--- src/rtl/siaminer_pkg.sv ---
// Shared state encoding, result status codes and work-word field layout for the siaminer scheduler.
// The work word is 672 bits: header in [639:0], the 32 target bits that fit above it in [671:640].
package siaminer_pkg;

  typedef enum logic [1:0] {
    ST_IDLE   = 2'd0,
    ST_RUN    = 2'd1,
    ST_REPORT = 2'd2
  } sched_state_e;

  localparam logic [1:0] STATUS_FOUND     = 2'd0;
  localparam logic [1:0] STATUS_EXHAUSTED = 2'd1;

  localparam int HDR_W     = 640;
  localparam int TGT_W     = 64;
  localparam int WORK_W    = 672;
  localparam int TGT_IN_W  = WORK_W - HDR_W;
  localparam int NONCE_W   = 32;
  localparam int NONCE_LSB = 256;

endpackage

--- src/rtl/work_sched_rr_arb.sv ---
// Round-robin arbiter: grants the first requester at or after the pointer, wrapping at NCORE.
module rr_arb #(
  parameter int NCORE = 4,
  localparam int PW = (NCORE > 1) ? $clog2(NCORE) : 1
) (
  input  logic [NCORE-1:0] i_req,
  input  logic [PW-1:0]    i_ptr,
  output logic [NCORE-1:0] o_grant
);

  logic [PW:0]   w_sum;
  logic [PW-1:0] w_idx;
  logic          w_hit;

  // Walk the requesters starting at the pointer; the first one found wins.
  always_comb begin
    o_grant = '0;
    w_hit   = 1'b0;
    w_sum   = '0;
    w_idx   = '0;
    for (int k = 0; k < NCORE; k++) begin
      w_sum = {1'b0, i_ptr} + (PW+1)'(k);
      w_sum = (w_sum >= (PW+1)'(NCORE)) ? (w_sum - (PW+1)'(NCORE)) : w_sum;
      w_idx = w_sum[PW-1:0];
      o_grant[w_idx] = o_grant[w_idx] | (~w_hit & i_req[w_idx]);
      w_hit = w_hit | i_req[w_idx];
    end
  end

endmodule

--- src/rtl/work_sched.sv ---
// Work scheduler: slices each work's nonce space across NCORE hash cores and reports the first winner.
// Optional saturating statistics counters are built when SCHED_STATS_EN is defined.
module work_sched
  import siaminer_pkg::*;
#(
  parameter int NCORE      = 4,
  parameter int SLICE_LOG2 = 24
) (
  input  logic                     clk,
  input  logic                     rst,
  input  logic                     work_valid,
  output logic                     work_ready,
  input  logic [WORK_W-1:0]        work_data,
  output logic [HDR_W-1:0]         core_work,
  output logic [TGT_W-1:0]         core_target,
  output logic [NCORE-1:0]         core_start,
  output logic [NONCE_W-1:0]       core_base,
  output logic                     core_abort,
  input  logic [NCORE-1:0]         core_busy,
  input  logic [NCORE-1:0]         core_found,
  input  logic [NCORE*NONCE_W-1:0] core_nonce,
  output logic                     res_valid,
  input  logic                     res_ready,
  output logic [NONCE_W-1:0]       res_nonce,
  output logic [1:0]               res_status
`ifdef SCHED_STATS_EN
  ,
  output logic [31:0]              stat_slices,
  output logic [15:0]              stat_found
`endif
);

  localparam int PW = (NCORE > 1) ? $clog2(NCORE) : 1;

  sched_state_e       r_state, w_state_nxt;
  logic [HDR_W-1:0]   r_core_work, w_core_work_nxt;
  logic [TGT_W-1:0]   r_core_target, w_core_target_nxt;
  logic [NCORE-1:0]   r_core_start, w_core_start_nxt;
  logic [NONCE_W-1:0] r_core_base, w_core_base_nxt;
  logic               r_core_abort, w_core_abort_nxt;
  logic               r_res_valid, w_res_valid_nxt;
  logic [NONCE_W-1:0] r_res_nonce, w_res_nonce_nxt;
  logic [1:0]         r_res_status, w_res_status_nxt;
  logic [NONCE_W-1:0] r_next_nonce, w_next_nonce_nxt;
  logic               r_exhausted, w_exhausted_nxt;
  logic [PW-1:0]      r_rr_ptr, w_rr_ptr_nxt;

  logic               w_accept;
  logic               w_found_take;
  logic [NCORE-1:0]   w_req;
  logic [NCORE-1:0]   w_grant;
  logic [NCORE-1:0]   w_idle_oh;
  logic [PW-1:0]      w_win_idx;
  logic [NONCE_W-1:0] w_win_nonce;
  logic [NONCE_W:0]   w_nonce_sum;

  assign work_ready   = ~rst & (r_state != ST_REPORT);
  assign w_accept     = work_valid & work_ready;
  assign w_req        = core_found & core_busy;
  assign w_found_take = (r_state == ST_RUN) & ~w_accept & (|w_req);
  assign w_nonce_sum  = {1'b0, r_next_nonce} + (33'd1 << SLICE_LOG2);

  rr_arb #(.NCORE(NCORE)) u_rr_arb (
    .i_req   (w_req),
    .i_ptr   (r_rr_ptr),
    .o_grant (w_grant)
  );

  // Decode the granted core's index/nonce and pick the lowest-index idle core.
  always_comb begin
    w_win_idx   = '0;
    w_win_nonce = '0;
    w_idle_oh   = '0;
    for (int i = NCORE-1; i >= 0; i--) begin
      w_win_idx   = w_win_idx | (PW'(i) & {PW{w_grant[i]}});
      w_win_nonce = w_win_nonce | (core_nonce[i*NONCE_W +: NONCE_W] & {NONCE_W{w_grant[i]}});
      w_idle_oh   = core_busy[i] ? w_idle_oh : (NCORE'(1) << i);
    end
  end

  // Next-state and next-output logic; new work always outranks a same-cycle found.
  always_comb begin
    w_state_nxt       = r_state;
    w_core_work_nxt   = r_core_work;
    w_core_target_nxt = r_core_target;
    w_core_start_nxt  = '0;
    w_core_base_nxt   = r_core_base;
    w_core_abort_nxt  = 1'b0;
    w_res_valid_nxt   = r_res_valid;
    w_res_nonce_nxt   = r_res_nonce;
    w_res_status_nxt  = r_res_status;
    w_next_nonce_nxt  = r_next_nonce;
    w_exhausted_nxt   = r_exhausted;
    w_rr_ptr_nxt      = r_rr_ptr;
    if (w_accept) begin
      w_state_nxt       = ST_RUN;
      w_core_work_nxt   = work_data[HDR_W-1:0];
      w_core_target_nxt = TGT_W'(work_data[WORK_W-1:HDR_W]);
      w_next_nonce_nxt  = work_data[NONCE_LSB +: NONCE_W];
      w_exhausted_nxt   = 1'b0;
      w_core_abort_nxt  = (r_state == ST_RUN);
    end else begin
      case (r_state)
        ST_IDLE: w_state_nxt = ST_IDLE;
        ST_RUN: begin
          if (w_found_take) begin
            w_state_nxt      = ST_REPORT;
            w_res_valid_nxt  = 1'b1;
            w_res_nonce_nxt  = w_win_nonce;
            w_res_status_nxt = STATUS_FOUND;
            w_core_abort_nxt = 1'b1;
            w_rr_ptr_nxt     = (w_win_idx == PW'(NCORE-1)) ? '0 : (w_win_idx + PW'(1));
          end else if (r_exhausted) begin
            if ((core_busy == '0) && (r_core_start == '0)) begin
              w_state_nxt      = ST_REPORT;
              w_res_valid_nxt  = 1'b1;
              w_res_nonce_nxt  = '0;
              w_res_status_nxt = STATUS_EXHAUSTED;
            end else begin
              w_state_nxt = ST_RUN;
            end
          end else if ((r_core_start == '0) && (|w_idle_oh)) begin
            w_core_start_nxt = w_idle_oh;
            w_core_base_nxt  = r_next_nonce;
            // A carry means the nonce space is used up; the wrapped value is never issued.
            if (w_nonce_sum[NONCE_W]) begin
              w_exhausted_nxt = 1'b1;
            end else begin
              w_next_nonce_nxt = w_nonce_sum[NONCE_W-1:0];
            end
          end else begin
            w_state_nxt = ST_RUN;
          end
        end
        ST_REPORT: begin
          if (r_res_valid && res_ready) begin
            w_state_nxt     = ST_IDLE;
            w_res_valid_nxt = 1'b0;
          end else begin
            w_state_nxt = ST_REPORT;
          end
        end
        default: w_state_nxt = ST_IDLE;
      endcase
    end
  end

  // State and output registers; reset clears everything, so no abort leaves on reset.
  always_ff @(posedge clk) begin
    if (rst) begin
      r_state       <= ST_IDLE;
      r_core_work   <= '0;
      r_core_target <= '0;
      r_core_start  <= '0;
      r_core_base   <= '0;
      r_core_abort  <= 1'b0;
      r_res_valid   <= 1'b0;
      r_res_nonce   <= '0;
      r_res_status  <= 2'd0;
      r_next_nonce  <= '0;
      r_exhausted   <= 1'b0;
      r_rr_ptr      <= '0;
    end else begin
      r_state       <= w_state_nxt;
      r_core_work   <= w_core_work_nxt;
      r_core_target <= w_core_target_nxt;
      r_core_start  <= w_core_start_nxt;
      r_core_base   <= w_core_base_nxt;
      r_core_abort  <= w_core_abort_nxt;
      r_res_valid   <= w_res_valid_nxt;
      r_res_nonce   <= w_res_nonce_nxt;
      r_res_status  <= w_res_status_nxt;
      r_next_nonce  <= w_next_nonce_nxt;
      r_exhausted   <= w_exhausted_nxt;
      r_rr_ptr      <= w_rr_ptr_nxt;
    end
  end

  assign core_work   = r_core_work;
  assign core_target = r_core_target;
  assign core_start  = r_core_start;
  assign core_base   = r_core_base;
  assign core_abort  = r_core_abort;
  assign res_valid   = r_res_valid;
  assign res_nonce   = r_res_nonce;
  assign res_status  = r_res_status;

`ifdef SCHED_STATS_EN
  logic [31:0] r_stat_slices;
  logic [15:0] r_stat_found;

  // Saturating counts of issued slices and FOUND reports.
  always_ff @(posedge clk) begin
    if (rst) begin
      r_stat_slices <= 32'd0;
      r_stat_found  <= 16'd0;
    end else begin
      if ((|r_core_start) && (r_stat_slices != 32'hFFFF_FFFF)) begin
        r_stat_slices <= r_stat_slices + 32'd1;
      end
      if (w_found_take && (r_stat_found != 16'hFFFF)) begin
        r_stat_found <= r_stat_found + 16'd1;
      end
    end
  end

  assign stat_slices = r_stat_slices;
  assign stat_found  = r_stat_found;
`endif

endmodule

--- config.mk ---
export PLATFORM = sky130hd
export DESIGN_NAME = work_sched
export DESIGN_NICKNAME = d
export VERILOG_FILES = /design/src/rtl/siaminer_pkg.sv /design/src/rtl/work_sched_rr_arb.sv /design/src/rtl/work_sched.sv
export SDC_FILE = /design/constraint.sdc
export NUM_CORES = 1
export LEC_CHECK = 0
export BUFFER_PORTS_ARGS = -buffer_cell sky130_fd_sc_hd__clkbuf_2
export CORE_AREA = 2 2 627 629
export DETAILED_ROUTE_END_ITERATION = 10
export DIE_AREA = 0 0 629 631
export GPL_ROUTABILITY_DRIVEN = 0
export PLACE_DENSITY_LB_ADDON = 0.12
export SETUP_SLACK_MARGIN = 0.3
export SYNTH_ARGS = -nofsm -noshare
export SYNTH_HDL_FRONTEND = slang
export SYNTH_HIERARCHICAL = 1
export SYNTH_SLANG_ARGS = --single-unit
--- constraint.sdc ---
create_clock -name clk -period 11.47 [get_ports clk]
set_input_delay 1.147 -clock clk [delete_from_list [all_inputs] [get_ports clk]]
set_output_delay 1.147 -clock clk [all_outputs]
set_load 0.02 [all_outputs]
# ---- Word-level counts from Yosys, hierarchy flattened
# Index checks and enable logic that the tools add are counted.
dict set report totals {
  regBits 781
  in_bits 812
  out_inout_bits 777
  wordCells 169
}
dict set report classes {
  addsub 9
  n_lt_le_gt_ge 12
  n_eq_ne 12
  n_mux 66
  bitwise 33
  n_reduce_logical 24
}
# operator n
set ops {}
lappend ops {{two-way mux 32 bit} 9}
lappend ops {{AND 32 bit} 4}
lappend ops {{OR 32 bit} 3}
lappend ops {{adder 32 x 25 -> 33 bit (second input constant)} 1}
lappend ops {{two-way mux 2 bit} 13}
lappend ops {{two-way mux 1 bit} 23}
lappend ops {{binary-select mux 1 bit (select 2 bit)} 8}
lappend ops {{two-way mux 4 bit} 4}
lappend ops {{AND reduction 5 bit} 3}
lappend ops {{bitwise mux 4 bit} 3}
lappend ops {{less-than comparator 2 x 3 -> 1 bit (second input constant)} 4}
lappend ops {{nonzero test 2 bit} 5}
lappend ops {{>= comparator 3 bit (second input constant)} 3}
lappend ops {{inverter 1 bit} 9}
lappend ops {{AND 4 bit} 2}
lappend ops {{demux 1 bit (select 2 bit)} 4}
lappend ops {{>= comparator 2 x 1 -> 1 bit (second input constant)} 4}
lappend ops {{logical NOT 4 bit} 2}
lappend ops {{!= test 2 bit (second input constant)} 4}
lappend ops {{OR reduction 4 bit} 2}
lappend ops {{subtractor 2 x 1 -> 2 bit (second input constant)} 4}
lappend ops {{AND 1 bit} 7}
lappend ops {{logical AND 1 bit} 7}
lappend ops {{adder 2 x 2 -> 3 bit (second input constant)} 2}
lappend ops {{20 further kinds} 26}

# ---- Logic depth before layout (Yosys ltp)
# Gate-level depths: netlist of run 1.
dict set report logic_depth {
  word_depth 24
  ltp_mapped 16
}

# ---- By module
# The synthesis of run 1 kept the hierarchy.
# mod n_inst cells_each area_each_um2
set modules_own_cells {}
lappend modules_own_cells {work_sched 1 3370 27527.7}
lappend modules_own_cells {rr_arb 1 81 623.1}

# ---- Worst setup path after synthesis of run 1
# No wires, ideal clock.
dict set report synth_timing {
  path_type {input-to-reg}
  startpoint {in core_busy[1]}
  endpoint {reg r_res_nonce[10] (netlist: res_nonce[10])}
  setup_time_ns 0.125
  arrival_time_ns 4.278
  required_time_ns 11.345
  setup_slack_ns 7.067
  cell_stages 15
  path_buffers 3
  path_cell_list {nand2_1 -> inv_1 -> buf_6 -> mux4_2 -> mux2_4 -> a2111oi_1 -> o21a_2 -> o31ai_2 -> o221ai_2 -> a21oi_1 -> clkbuf_1 -> clkbuf_1 -> a22o_1 -> a221oi_1 -> o2bb2ai_1}
}
dict set report synth_between {
  elab_chain_cells 22
  word_cells_on_any_way 46
  classes_between {mux (18); bitwise (22); reduce/logical (6)}
}
# item line
set synth_lines {}
lappend synth_lines {{from (decl)} work_sched.sv:19} ;# input logic [NCORE-1:0] core_busy,
lappend synth_lines {{AND 4 bit (*)} work_sched.sv:59} ;# assign w_req = core_found & core_busy;
lappend synth_lines {{named net w_req[1]} work_sched.sv:50} ;# logic [NCORE-1:0] w_req;
lappend synth_lines {{binary-select mux 1 bit (select 2 bit)} {work_sched_rr_arb.sv:25, work_sched_rr_arb.sv:26}}
lappend synth_lines {{two-way mux 1 bit (not written as such)} {work_sched_rr_arb.sv:25, work_sched_rr_arb.sv:26}}
lappend synth_lines {{OR 1 bit} work_sched_rr_arb.sv:25} ;# o_grant[w_idx] = o_grant[w_idx] | (~w_hit & i_req[w_idx]);
lappend synth_lines {{AND 4 bit (no line)} --}
lappend synth_lines {{binary-select mux 1 bit (select 2 bit)} work_sched_rr_arb.sv:25}
lappend synth_lines {{two-way mux 1 bit (not written as such)} work_sched_rr_arb.sv:25}
lappend synth_lines {{(+6 left out)} --}
lappend synth_lines {{binary-select mux 1 bit (select 2 bit)} work_sched_rr_arb.sv:25}
lappend synth_lines {{two-way mux 1 bit (not written as such)} work_sched_rr_arb.sv:25}
lappend synth_lines {{OR 1 bit} work_sched_rr_arb.sv:25}
lappend synth_lines {{bitwise mux 4 bit (*)} work_sched_rr_arb.sv:25}
lappend synth_lines {{named net w_grant[3]} work_sched.sv:51} ;# logic [NCORE-1:0] w_grant;
lappend synth_lines {{AND 32 bit (*)} work_sched.sv:76} ;# w_win_nonce = w_win_nonce | (core_nonce[i*NONCE_W +: NONCE_W] & {NONCE_W{w_grant[i]}});
lappend synth_lines {{OR 32 bit (*) (3 in series)} work_sched.sv:76}
lappend synth_lines {{two-way mux 32 bit (*)} work_sched.sv:106} ;# if (w_found_take) begin
lappend synth_lines {{to (signal assigned)} work_sched.sv:171} ;# r_res_nonce <= w_res_nonce_nxt;
lappend synth_lines {{to (decl)} work_sched.sv:42} ;# logic [NONCE_W-1:0] r_res_nonce, w_res_nonce_nxt;
# Mark *: on every way through the listed nets, which the timed path passes. The rest lies on a longest branch. The select of a mux whose other input is x is not followed.
# A chain may end at the register's enable or synchronous reset.

# ---- Worst setup path in the final report of run 1
dict set report layout_timing {
  startpoint {reg r_rr_ptr[0]}
  endpoint {reg r_res_nonce[5] (netlist: res_nonce[5])}
}
dict set report layout_between {
  elab_chain_cells 24
  word_cells_on_any_way 75
  classes_between {add/sub (7); order compare (12); mux (32); bitwise (20); reduce/logical (4)}
}
# item line
set layout_lines {}
lappend layout_lines {{from (decl)} work_sched.sv:46} ;# logic [PW-1:0] r_rr_ptr, w_rr_ptr_nxt;
lappend layout_lines {{from (signal assigned)} work_sched.sv:175} ;# r_rr_ptr <= w_rr_ptr_nxt;
lappend layout_lines {{>= comparator 2 x 3 -> 1 bit or subtractor 2 x 1 -> 2 bit (tied branches)} work_sched_rr_arb.sv:23} ;# w_sum = (w_sum >= (PW+1)'(NCORE)) ? (w_sum - (PW+1)'(NCORE)) : w_sum;
lappend layout_lines {{two-way mux 2 bit} work_sched_rr_arb.sv:23}
lappend layout_lines {{less-than comparator 2 x 3 -> 1 bit (not written as such) or >= comparator 2 x 1 -> 1 bit (tied branches)} work_sched_rr_arb.sv:25}
lappend layout_lines {{logical AND 1 bit (not written as such)} work_sched_rr_arb.sv:25}
lappend layout_lines {{two-way mux 1 bit (not written as such)} work_sched_rr_arb.sv:25}
lappend layout_lines {{demux 1 bit (select 2 bit)} --}
lappend layout_lines {{AND 4 bit (no line)} --}
lappend layout_lines {{binary-select mux 1 bit (select 2 bit)} work_sched_rr_arb.sv:25}
lappend layout_lines {{(+7 left out)} --}
lappend layout_lines {{binary-select mux 1 bit (select 2 bit)} work_sched_rr_arb.sv:25}
lappend layout_lines {{two-way mux 1 bit (not written as such)} work_sched_rr_arb.sv:25}
lappend layout_lines {{OR 1 bit} work_sched_rr_arb.sv:25}
lappend layout_lines {{bitwise mux 4 bit (*)} work_sched_rr_arb.sv:25}
lappend layout_lines {{named net w_grant[3]} work_sched.sv:51}
lappend layout_lines {{AND 32 bit (*)} work_sched.sv:76}
lappend layout_lines {{OR 32 bit (*) (3 in series)} work_sched.sv:76}
lappend layout_lines {{two-way mux 32 bit (*)} work_sched.sv:106}
# Marks and branches as above.

==> results.sh, run 1 <==
export IMPL_postRouteAntennaNets=0
export IMPL_core_area_um2=391000
export IMPL_pwr_share_comb_pct=14.6
export IMPL_status="complete, no violations"
export IMPL_rsz0062_at_grt="false"
export IMPL_synth_area_top_cells="dfxtp_1 (55%), nand2_1 (18%), o21ai_1 (8.9%)"
export IMPL_synth_top_cell_area_share_pct=55.5
export IMPL_setup_viol=0
export IMPL_cts_hold_buf=0
export IMPL_grt_pass1_wl_mm=318
export IMPL_clk_insertion_delay_late_ns=0.86
export IMPL_ir_drop_mv=0.123
export IMPL_rr_endpoint="res_nonce[5]"
export IMPL_stdcell_count=10200
export IMPL_p_sw_share_pct=31.3
export IMPL_yosysTopAreaCell="dfxtp_1"
export IMPL_end_kind="register"
export IMPL_postSynthAreaPerCell_um2=8.16
export IMPL_synth_async_sr_flop_share_pct=0
export IMPL_drt_pass1_iter_count=5
export IMPL_io_pin_count=1589
export IMPL_fmax_mhz=194
export IMPL_synth_edff_count=0
export IMPL_r2r_worst_path_cells=12
export IMPL_final_nets=5701
export IMPL_fin_worst_skew_ns=0.0616
export IMPL_initial_core_util_pct=7.20
export IMPL_yosysUniqueCellTypes=74
export IMPL_dpl_cell_count=9981
export IMPL_avgViaCountPerCell=2.97
export IMPL_drc=0
export IMPL_core_rowCount=230
export IMPL_crit_start="r_rr_ptr[0]"
export IMPL_hold_violations=0
export IMPL_worst_hold_slack_ns=0.431
export IMPL_cp_data_required_time_ns=12.17
export IMPL_cts_resized=0
export IMPL_fp_dieW_um=629
export IMPL_drive_gt1_share_pct=36.2
export IMPL_tns_ns=0
export IMPL_drt_initial_drc_count=1740
export IMPL_period_needed_ns=5.15
export IMPL_design_area_um2=45600
export IMPL_synth_ff_type="dfxtp_1"
export IMPL_relSlewSlack_pct=14.3
export IMPL_critPathLaunchType="register"
export IMPL_p_clk_share_pct=48.1
export IMPL_dp_slack_ns=5.99
export IMPL_fill_cells=45700
export IMPL_die_h_um=631
export IMPL_syn_inst=3451
export IMPL_synth_most_common_cell="nand2_1"
export IMPL_synth_seq_cells=780
export IMPL_finalCritPeriodShare_pct=44.9
export IMPL_criticalPathCategory="reg2reg"
export IMPL_endpoint="res_nonce[5]"
export IMPL_seq_power_share_pct=37.2
export IMPL_arrival_ns=5.85
export IMPL_area_growth_pct=62.1
export IMPL_switchingPower_mw=2.53
export IMPL_track_usage_pct=12.0
export IMPL_worst_slew_pin_slew_ns=1.28
export IMPL_clk_pin_slew_ns=0.06
export IMPL_critPathMaxFanout=34
export IMPL_seq_area_frac_synth_pct=55.5
export IMPL_cts_sinks=780
export IMPL_place_detailed_hpwl_mm=204
export IMPL_grt_pass1_vias=30400
export IMPL_wl_per_cell_um=24.2
export IMPL_power_internal_mw=5.54
export IMPL_finalMaxSlewViolations=0
export IMPL_ys_warn_count=6
export IMPL_grt_overflow_total=0
export IMPL_rr_startpoint="r_rr_ptr[0]"
export IMPL_die_area_um2=397000
export IMPL_netlist_area_um2=28200
export IMPL_worstHoldPathType="reg2reg"
export IMPL_htreeDepth=3
export IMPL_grt_max_degree=212
export IMPL_rrSetupSlack_ns=6.32
export IMPL_tritoncts="done"
export IMPL_vias=30400
export IMPL_leakagePower_nw=18.9
export IMPL_cts_setup_buffers=0
export IMPL_routed_wl_mm=247
export IMPL_final_setup_worst_slack_ns=6.32
export IMPL_root_buffer="clkbuf_16"
export IMPL_antenna_found_initial=177
export IMPL_cts_buffer_depth=4
export IMPL_numCtsBuffers=119
export IMPL_pwr_density_cell_nw_per_um2=177
export IMPL_cap_violations=0
export IMPL_yosys_top_cells_count="nand2_1 (1374), dfxtp_1 (780), o21ai_1 (502)"
export IMPL_io_buffers=1555
export IMPL_dpl_instance_area_um2=41500
state kept, by name (all words and copies together) (netlist names):
| register | cells |
|---|---|
| core_abort | 1 |
| core_base | 32 |
| core_start | 4 |
| core_target | 32 |
| core_work | 640 |
| r_exhausted | 1 |
| r_next_nonce | 32 |
| r_rr_ptr | 2 |
| r_state | 2 |
| res_nonce | 32 |
| res_status | 1 |
| res_valid | 1 |
how the worst min path moves through the flow:
stage | from | endpoint | slack, ns | depth (start not counted)
after CTS | work_data[173] | core_work[173] | 0.36 | 3
after floorplan | r_next_nonce[10] | core_base[10] | 0.43 | 2
after global routing | work_data[214] | core_work[214] | 0.41 | 3
after global placement | core_work[183] | core_work[183] | 0.43 | 2
final | r_next_nonce[23] | core_base[23] | 0.43 | 2
after detailed placement | core_work[454] | core_work[454] | 0.44 | 2
kinds of logic (layout without fill, tap and decap cells):
logic type / after synthesis / count (layout) / share of synthesized area, %
simple gates: 1452 / 1452 / 20.2
compound gates: 886 / 886 / 18.2
flops: 780 / 780 / 55.5
buf+inv: 313 / 1803 / 5.25
fa+ha+maj: 7 / 7 / 0.311
mux: 7 / 7 / 0.418
xor+xnor: 5 / 5 / 0.156
other cells: 1 / 71 / 0.0133
through the flow:
step	util (%)	total power [mW]
6_report	11.7	8.07
3_3_place_gp	10.6	4.29
3_5_place_dp	10.6	4.29
4_1_cts	11.7	8.34
2_1_floorplan	-	3.60
5_1_grt	11.7	8.49
metal layers:
metal	global-route usage [%]	routed length, µm	vias to the layer above
li1	-	-	14300
met1	14.7	105000	14500
met2	19.9	116000	1227
met3	4.11	20200	372
met4	2.85	6500	54
met5	0	346	-
worst max-delay path, cell delays in order, from the launching register on:
cell,delay [ns]
dfxtp_1,0.70
inv_1,0.22
ha_1,0.63
mux2_1,0.40
o311ai_0,0.43
nor2_1,0.14
o211a_1,0.27
a221oi_2,0.30
o221ai_2,0.28
a21oi_4,1.05
a22o_1,0.30
a221oi_1,0.06
o2bb2ai_1,0.23
final cells by class:
class / count / area, µm² / area share, %
multi-input combinational: 2390 / 11300 / 24.7
sequential: 780 / 15600 / 34.2
antenna: 38 / 95.1 / 0.208
clock inverter: 34 / 490 / 1.07
tap: 5220 / 6530 / 14.3
clock buffer: 178 / 3550 / 7.78
inverter: 13 / 56.3 / 0.123
timing repair buffer: 1578 / 8040 / 17.6
power by group through the flow:
stage	registers (mW)	clock network, mW	logic (mW)
5_1_grt	3.03	4.18	1.29
4_1_cts	3.01	4.10	1.23
6_report	3.01	3.89	1.18
3_5_place_dp	3.06	0	1.22
2_1_floorplan	3.24	0	0.354
3_3_place_gp	3.06	0	1.23
placed cells by master, fill, tap and decap left out, types with 4 or more instances in the layout:
cell type,Yosys,routed
a21oi_1,49,45
a21oi_4,0,5
a221oi_1,32,32
a22o_1,81,81
and2_1,5,5
and3_1,5,5
buf_12,0,7
buf_4,35,16
bufinv_16,0,8
clkbuf_1,150,24
clkbuf_16,0,119
clkbuf_2,0,1555
clkbuf_8,0,35
clkinv_16,0,4
clkinv_2,0,16
conb_1,1,33
dfxtp_1,780,780
diode_2,0,38
ha_1,7,7
inv_1,12,12
nand2_1,1374,1374
nand3_1,8,7
nand4_1,4,4
nand4b_1,4,4
nor2_1,19,19
nor3b_1,4,4
o21ai_0,157,157
o21ai_1,502,502
o2bb2ai_1,32,32
xnor2_1,5,5
Power figures use the tool's default switching activity.
==> inputs of run 2 (changes only) <==
ABC_AREA = 1   (was not set)
CORE_AREA = 2 2 613 615   (was 2 2 627 629)
DIE_AREA = 0 0 615 617   (was 0 0 629 631)
clock period = 5.05 ns   (was 11.47 ns; I/O delays follow)
==> results.sh, run 2 <==
export IMPL_rsz0062_at_grt="false"
export IMPL_drt_pass1_iter_count=5
export IMPL_clk_pin_slew_ns=0.06
export IMPL_rr_startpoint="r_rr_ptr[1]"
export IMPL_synth_most_common_cell="dfxtp_1"
export IMPL_io_buffers=1555
export IMPL_end_kind="register"
export IMPL_htreeDepth=3
export IMPL_synth_area_top_cells="dfxtp_1 (61%), a22o_1 (23%), nand2_1 (3.6%)"
export IMPL_root_buffer="clkbuf_16"
export IMPL_postRouteAntennaNets=0
export IMPL_worst_slew_pin_slew_ns=1.06
export IMPL_drt_initial_drc_count=2139
export IMPL_finalCritPeriodShare_pct=88.6
export IMPL_relSlewSlack_pct=29.0
export IMPL_yosysUniqueCellTypes=37
export IMPL_drive_gt1_share_pct=38.9
export IMPL_worst_hold_slack_ns=0.0508
export IMPL_cts_sinks=780
export IMPL_die_area_um2=379000
export IMPL_cap_violations=0
export IMPL_finalMaxSlewViolations=0
export IMPL_cp_data_required_time_ns=5.81
export IMPL_p_clk_share_pct=46.7
export IMPL_cts_setup_buffers=0
export IMPL_die_h_um=617
export IMPL_fp_dieW_um=615
export IMPL_critPathMaxFanout=23
export IMPL_p_sw_share_pct=31.0
export IMPL_routed_wl_mm=275
export IMPL_dp_slack_ns=0.994
export IMPL_initial_core_util_pct=6.84
export IMPL_grt_pass1_wl_mm=342
export IMPL_numCtsBuffers=120
export IMPL_yosysTopAreaCell="dfxtp_1"
export IMPL_antenna_found_initial=337
export IMPL_cp_top_family="simple AND/OR/NAND/NOR gates"
export IMPL_seq_area_frac_synth_pct=61.1
export IMPL_yosys_top_cells_count="dfxtp_1 (780), a22o_1 (686), nand2_1 (247)"
export IMPL_avgViaCountPerCell=3.00
export IMPL_synth_async_sr_flop_share_pct=0
export IMPL_dpl_cell_count=8688
export IMPL_grt_max_degree=156
export IMPL_status="complete, no violations"
export IMPL_arrival_ns=5.23
export IMPL_final_common_cell="clkbuf_2"
export IMPL_track_usage_pct=13.9
export IMPL_core_area_um2=374000
export IMPL_dpl_instance_area_um2=39100
export IMPL_critPathLaunchType="register"
export IMPL_pwr_density_cell_nw_per_um2=382
export IMPL_crit_start="r_rr_ptr[1]"
export IMPL_power_total_mw=19.4
export IMPL_leakagePower_nw=22.3
export IMPL_finish_utilization_pct=13.6
export IMPL_stdcell_count=9751
export IMPL_synth_edff_count=0
export IMPL_critical_path_max_stage_delay_ns=0.57
export IMPL_regArea_um2=15600
export IMPL_final_setup_worst_slack_ns=0.576
export IMPL_layout_common_cells="clkbuf_2 (1554), dfxtp_1 (780), dlygate4sd3_1 (738)"
export IMPL_netlist_area_um2=25600
export IMPL_ir_drop_mv=0.279
export IMPL_min_from="work_data[608]"
export IMPL_seq_power_share_pct=35.4
export IMPL_period_needed_ns=4.47
export IMPL_place_detailed_hpwl_mm=234
export IMPL_power_internal_mw=13.4
export IMPL_ys_warn_count=6
export IMPL_wl_per_cell_um=28.2
export IMPL_final_nets=5373
export IMPL_switchingPower_mw=6.01
export IMPL_cts_buffer_depth=4
export IMPL_cpMaxStageDelayCell="dlygate4sd3_1"
export IMPL_crit_buf_inv=4
export IMPL_core_rowCount=225
export IMPL_cpMostUsedCell="nand3_1"
export IMPL_fill_cells=42600
export IMPL_clk_insertion_delay_late_ns=0.86
export IMPL_hold_violations=0
export IMPL_drc=0
export IMPL_criticalPathCategory="reg2reg"
export IMPL_area_growth_pct=98.9
export IMPL_synth_top_cell_area_share_pct=61.1
export IMPL_largest_register_ffs=640
export IMPL_grt_overflow_total=0
export IMPL_fin_worst_skew_ns=0.0373
export IMPL_io_pin_count=1589
export IMPL_pwr_share_comb_pct=17.9
export IMPL_setup_viol=0
export IMPL_vias=29200
export IMPL_multi_input_area_um2=8730
export IMPL_worstHoldPathType="in2reg"
export IMPL_tns_ns=0
export IMPL_synth_seq_cells=780
export IMPL_synth_ff_type="dfxtp_1"
export IMPL_grt_pass1_vias=28900
export IMPL_design_area_um2=50900
export IMPL_tritoncts="done"
export IMPL_syn_inst=2299
export IMPL_fmax_mhz=224
export IMPL_crit_path_cell_trace="inv_1 -> ha_1 -> bufinv_8 -> nand3_1 -> nand2_1 -> nand3_1 -> nand3_1 -> nand3_1 -> nand2_2 -> nand3_1 -> nand3_1 -> nand3_1 -> nand2_1 -> nand2_2 -> nand2_1 -> nand2_2 -> buf_4 -> a22o_1 -> o21ai_0 -> dlygate4sd3_1 -> a21oi_1"
export IMPL_postSynthAreaPerCell_um2=11.1
[run 2: changes by cell type in the layout (fill, tap and decap cells not counted), sizes merged, moves of 32 or more]
| cell | before | now |
|---|---|---|
| dlygate4sd3 | 0 | 738 |
| inv | 14 | 68 |
| a221oi | 33 | 0 |
| diode | 38 | 111 |
| o21ai | 659 | 96 |
| o2bb2ai | 32 | 0 |
| nand3 | 9 | 45 |
| a22o | 81 | 686 |
| nand2 | 1374 | 256 |
[run 2: metal layers]
| layer | share of wire, % | GRT usage, % | vias to the layer above | routed length [µm] |
|---|---|---|---|---|
| li1 | - | - | 13100 | - |
| met1 | 43 | 17.7 | 14000 | 119000 |
| met2 | 44 | 21.6 | 1536 | 121000 |
| met3 | 9.5 | 5.39 | 433 | 26000 |
| met5 | 0.37 | 0.354 | - | 1020 |
| met4 | 2.7 | 3.41 | 162 | 7470 |
[run 2: power groups by stage]
stage | sequential [mW] | combinational, mW | clock [mW]
2_1_floorplan | 7.41 | 0.822 | 0
3_3_place_gp | 6.99 | 2.88 | 0
3_5_place_dp | 6.99 | 2.88 | 0
4_1_cts | 6.86 | 3.61 | 9.55
5_1_grt | 6.91 | 3.70 | 9.70
6_report | 6.86 | 3.48 | 9.06
[run 2: cell families (layout without fill, tap and decap cells)]
group,count (synthesis),count (layout),synth area share (%)
buffers and inverters,290,2605,5.38
AOI/OAI and AO/OA,856,856,26.9
and+or+nand+nor,363,363,6.26
muxes,1,1,0.0391
DFF,780,780,61.1
xor gates and xnor gates,1,1,0.0343
adders and majority gates,7,7,0.343
other,1,144,0.0147
[run 2: layout make-up]
cell class | instances | share of cell area (%)
tap | 4994 | 12.3
multi-input combinational | 1261 | 17.2
clock buffer | 179 | 6.99
antenna | 111 | 0.546
sequential | 780 | 30.7
inverter | 68 | 0.549
timing repair buffer | 2323 | 30.6
clock inverter | 35 | 1.12
[run 2: worst paths after layout]
path / slack [ns] / cells after the start / end
worst max-delay path: 0.58 / 21 / res_nonce[29]
worst min register to register: 0.45 / 2 / core_base[5]
worst min-delay path: 0.05 / 2 / core_work[608]
worst max register to register: 0.58 / 21 / res_nonce[29]
[run 2: what timing repair did]
item / CTS / global route
endpoints found under the setup margin: 0 / 11
hold endpoints to repair: 727 / 0
resized for setup: 0 / 3
hold buffers: 738 / 0
